**src/rtl/rr_grant_ctrl.sv**
```systemverilog
// Round-robin grant controller: registered, hold-until-done grant around a combinational arbiter.
// Latency: 1 cycle request-to-grant, 1 cycle end-to-deassert; one idle cycle between grants.
// Backpressure: none; a grant is held until release, owner drop or MAX_HOLD expiry.

module arbiter #(
  parameter int WIDTH = 16
) (
  input  logic [WIDTH-1:0] req,
  input  logic [WIDTH-1:0] base,
  output logic [WIDTH-1:0] grant
);
  logic [2*WIDTH-1:0] dbl_req;
  logic [2*WIDTH-1:0] dbl_gnt;

  // Borrow from base clears the first request at/above base; the upper copy handles wrap.
  assign dbl_req = {req, req};
  assign dbl_gnt = dbl_req & ~(dbl_req - {{WIDTH{1'b0}}, base});
  assign grant   = dbl_gnt[WIDTH-1:0] | dbl_gnt[2*WIDTH-1:WIDTH];
endmodule

module rr_grant_ctrl #(
  parameter int WIDTH    = 16,
  parameter int IDX_W    = 4,
  parameter int MAX_HOLD = 0
) (
  input  logic             clk,
  input  logic             rst,
  input  logic [WIDTH-1:0] req,
  input  logic             release_grant,
  output logic [WIDTH-1:0] grant,
  output logic             grant_valid,
  output logic [IDX_W-1:0] grant_idx,
  output logic [WIDTH-1:0] base,
  output logic             timeout
);
  typedef enum logic {IDLE, BUSY} state_t;

  localparam logic [15:0] HOLD_LAST = 16'((MAX_HOLD == 0) ? 0 : MAX_HOLD - 1);

  state_t           state;
  logic [15:0]      hold_cnt;
  logic [WIDTH-1:0] cand;
  logic [IDX_W-1:0] cand_idx;
  logic             end_rel;
  logic             end_drop;
  logic             end_to;

  arbiter #(.WIDTH(WIDTH)) u_arbiter (
    .req   (req),
    .base  (base),
    .grant (cand)
  );

  always_comb begin
    cand_idx = '0;
    for (int i = 0; i < WIDTH; i++) begin
      if (cand[i]) cand_idx = IDX_W'(i);
    end
  end

  assign end_rel  = release_grant;
  assign end_drop = ~|(req & grant);
  assign end_to   = (MAX_HOLD != 0) && (hold_cnt == HOLD_LAST);

  always_ff @(posedge clk) begin
    if (rst) begin
      state       <= IDLE;
      grant       <= '0;
      grant_valid <= 1'b0;
      grant_idx   <= '0;
      base        <= {{(WIDTH-1){1'b0}}, 1'b1};
      timeout     <= 1'b0;
      hold_cnt    <= '0;
    end else begin
      timeout <= 1'b0;
      case (state)
        IDLE: begin
          if (|req) begin
            grant       <= cand;
            grant_valid <= 1'b1;
            grant_idx   <= cand_idx;
            hold_cnt    <= '0;
            state       <= BUSY;
          end
        end
        BUSY: begin
          if (end_rel || end_drop || end_to) begin
            grant       <= '0;
            grant_valid <= 1'b0;
            grant_idx   <= '0;
            base        <= {grant[WIDTH-2:0], grant[WIDTH-1]};
            timeout     <= end_to && !end_rel && !end_drop;
            state       <= IDLE;
          end else if (hold_cnt != 16'hFFFF) begin
            hold_cnt <= hold_cnt + 16'd1;
          end
        end
        default: state <= IDLE;
      endcase
    end
  end
endmodule

```
**config.mk**
```make
export PLATFORM = sky130hd
export DESIGN_NAME = rr_grant_ctrl
export DESIGN_NICKNAME = d
export VERILOG_FILES = /design/src/rtl/rr_grant_ctrl.sv
export SDC_FILE = /design/constraint.sdc
export NUM_CORES = 1
export LEC_CHECK = 0
export CORE_MARGIN = 8
export CORE_UTILIZATION = 56
export DETAILED_ROUTE_END_ITERATION = 8
export PLACE_DENSITY = 0.87
export SETUP_SLACK_MARGIN = 0.02
export SYNTH_ARGS = -nofsm -noshare
export SYNTH_HDL_FRONTEND = slang
export SYNTH_SLANG_ARGS = --single-unit
```
**constraint.sdc**
```tcl
create_clock -name clk -period 5.1 [get_ports clk]
set_clock_uncertainty 0.1 [all_clocks]
set_input_delay 0.765 -clock clk [delete_from_list [all_inputs] [get_ports clk]]
set_output_delay 0.765 -clock clk [all_outputs]
set_load 0.005 [all_outputs]
```
==> flow_summary.json <==
{
  "dp.final_hpwl_microns": 7480,
  "grt-busiest-layer": "met2",
  "cp_cell_sequence": "clkdlybuf4s50_1 > ha_1 > a21o_1 > a31o_2 > a2111oi_4 > o21ai_1 > and2_0 > o31ai_1 > nand2_1 > or3_1 > a211oi_1",
  "synth.cell_area_sq_mm": 0.00279,
  "synth_edf_count": 0,
  "power.total_uw": 880,
  "fin_tns_setup_ns": 0,
  "grt_pass1_wl_microns": 15100,
  "min_path_cells": 2,
  "h-tree-depth": 2,
  "area_growth_pct": 25.0,
  "max_cap_viol_count": 0,
  "layout.nets": 441,
  "worst_setup_path_start_kind": "input port",
  "cp_slowest_cell": "clkdlybuf4s50_1",
  "grt_use_total_pct": 25.5,
  "antenna_found_initial": 0,
  "drt-total-wl_microns": 9580,
  "power.leakage_uw": 0.00137,
  "rr_worst_depth": 11,
  "via_count": 3073,
  "clock_latency_ns": 0.29,
  "die_h_microns": 86.6,
  "cts_tree": "done",
  "most-common-layout-cells": "nor2_1 (58), clkdlybuf4s50_1 (55), dfxtp_1 (38), inv_1 (25), a21oi_1 (25)",
  "irDropWorstVdd_mv": 0.177,
  "min_path_type": "flop to flop",
  "grt.overflow.total": 0,
  "hold_start": "grant_idx[2]$_SDFFE_PP0P_",
  "synth_seq_cells": 38,
  "row_count": 25,
  "port_buffers": 55,
  "fillers": 376,
  "relSlewSlack_pct": 50.0,
  "slew_viol_final": 0,
  "routed_via_density": 6.48,
  "synthArstFlopShare_pct": 0,
  "io_pins": 57,
  "crit_required_ns": 5.21,
  "min_period_ns": 4.38,
  "ff_latch_area_sq_um": 761,
  "die_w_microns": 86.6,
  "synth-main-ff-cell": "dfxtp_1",
  "clk_pin_slew_ns": 0.08,
  "post_cts_buffers": 0,
  "crit_family": "compound AO/OA/AOI/OAI gates",
  "first_iter_violations": 273,
  "core-area_sq_mm": 0.00475,
  "yosysUniqueCellTypes": 70,
  "critical_path_class": "input port to flop",
  "critPathMaxFanout": 8,
  "status": "completed",
  "layout-drive-gt1-share_pct": 7.86,
  "worst_pin_slew_ns": 0.739,
  "met2_usage_pct": 42.6,
  "multi_input_area_sq_mm": 0.00189,
  "dpl_cell_area_sq_mm": 0.00340,
  "reg2reg_slack_ns": 1.49,
  "hold_buffers": 0,
  "die_area_sq_mm": 0.00751,
  "r2r_end": "grant_idx[2]$_SDFFE_PP0P_",
  "grt_pass1_vias": 2953,
  "numCtsBuffers": 5,
  "avgSynthCellArea_sq_um": 7.91,
  "hold_ws_ns": 0.435,
  "worstReg2RegStart": "base[4]$_SDFFE_PP0P_",
  "initial_core_util_pct": 58.8,
  "grt_setup_unrepaired": "false",
  "grt_use_met3_pct": 5.67,
  "final_area_sq_mm": 0.00349,
  "ys_warn_count": 0,
  "final_common_cell": "nor2_1",
  "finalCoreUtilization_pct": 73.4,
  "syn_nets": 388,
  "grt_max_degree": 40,
  "end_kind": "flop",
  "n_antenna_cell": 0,
  "cts_resized": 0,
  "use_met1_pct": 31.0,
  "seq_area_frac_synth_pct": 27.2,
  "setup-violations-final": 0,
  "synthCells": 353,
  "slowest_delay_ns": 0.60,
  "cts_num_sinks": 38,
  "wl_per_cell_microns": 20.2,
  "power_density_mw_per_mm2": 252,
  "drtPass1Iterations": 5,
  "root_buffer": "clkbuf_8",
  "hold_violations": 0,
  "timing.final.crit_share_pct": 85.9,
  "crit_buf_inv": 1,
  "arrival_ns": 4.49,
  "clk_path_buf_depth": 2,
  "route.detailed.drc": 0,
  "min_delay_worst_endpoint": "grant_idx[2]$_SDFFE_PP0P_",
  "gp_congestion": 0.987,
  "drtAntennaViolNets": 0,
  "fmax_mhz": 228
}
## registers in the layout, summed over array words and instances, names as in the netlist
signal and cells:
base 16, state 1, grant 16, grant_idx 4
grant_valid 1
## routing by layer
metal,vias up,routed length [microns]
met1,1419,3910
met5,-,0
met2,211,4490
met4,0,350
li1,1402,-
met3,41,838
## logic make-up (layout without fill, tap and decap cells)
| family | count (synthesis) | after routing | share of synthesized area, % |
|---|---|---|---|
| AND/OR/NAND/NOR | 133 | 133 | 24.7 |
| AO/OA/AOI/OAI | 105 | 105 | 27.0 |
| flip-flops | 38 | 38 | 27.2 |
| buffers and inverters | 36 | 90 | 5.28 |
| adder cells (fa/ha/maj) | 16 | 16 | 7.43 |
| multiplexers | 15 | 15 | 5.37 |
| XOR/XNOR | 9 | 9 | 2.82 |
| other | 1 | 1 | 0.134 |
## power by group
group / internal [uW] / switching, uW / leakage, uW
Sequential: 319 / 24.1 / 0.000311
Combinational: 139 / 178 / 0.00102
Clock: 109 / 112 / 0.0000472
Total: 566 / 314 / 0.00137
## cell type report
cell class	count	share of cell area, %
timing repair buffer	57	16.2
clock buffer	6	2.36
inverter	25	2.69
multi-input combinational	279	54.2
tap	67	2.40
sequential	38	21.8
clock inverter	2	0.358
## worst register-to-register path: stages (launching register included)
cell and delay, ns:
dfxtp_1 0.35, inv_1 0.05, ha_1 0.33, a211oi_1 0.33, nor2_1 0.15, a2111oi_4 0.44, o21ai_1 0.24, and2_0 0.21
o31ai_1 0.54, nand2_1 0.17, or3_1 0.40, a211oi_1 0.23
## worst max path at each step
stage | depth (start not counted) | startpoint | end | slack, ns
after floorplan | 10 | req[4] | grant_idx[2]$_SDFFE_PP0P_ | 1.69
after global placement | 11 | req[4] | grant_idx[2]$_SDFFE_PP0P_ | 0.58
after detailed placement | 11 | req[2] | grant_idx[2]$_SDFFE_PP0P_ | 0.56
after CTS | 11 | req[2] | grant_idx[2]$_SDFFE_PP0P_ | 0.83
after global routing | 11 | req[4] | grant_idx[2]$_SDFFE_PP0P_ | 0.57
final | 11 | req[2] | grant_idx[2]$_SDFFE_PP0P_ | 0.72
## cell usage after synthesis, drive strengths merged, types with 2 or more instances
master	n	area, sq um
o211ai	3	22.5
nand2b	3	26.3
and3	4	26.3
a32oi	2	17.5
nand3	10	55.1
mux2i	15	150
a211oi	5	37.5
nor2	59	224
nor4b	2	17.5
or3	4	30.0
clkbuf	9	33.8
a21o	9	67.6
a21oi	25	125
a31oi	11	68.8
inv	25	93.8
o2bb2ai	2	17.5
nor3	3	20.0
o31ai	4	30.0
a31o	3	26.3
a22o	3	26.3
o21ai	15	90.1
a2111oi	3	45.1
dfxtp	38	761
or4	5	48.8
nor4	4	31.3
nand4	3	18.8
or2	3	18.8
ha	15	188
xor2	4	35.0
and2	2	12.5
nor3b	5	37.5
a22oi	7	52.6
nand2	21	78.8
xnor2	5	43.8
## per-stage QoR
step / cells / setup slack, ns
after floorplan: 353 / 1.69
after global placement: 466 / 0.580
after detailed placement: 466 / 0.561
after CTS: 474 / 0.832
after global routing: 474 / 0.565
final: 474 / 0.720
(Power assumes the default switching activity.)
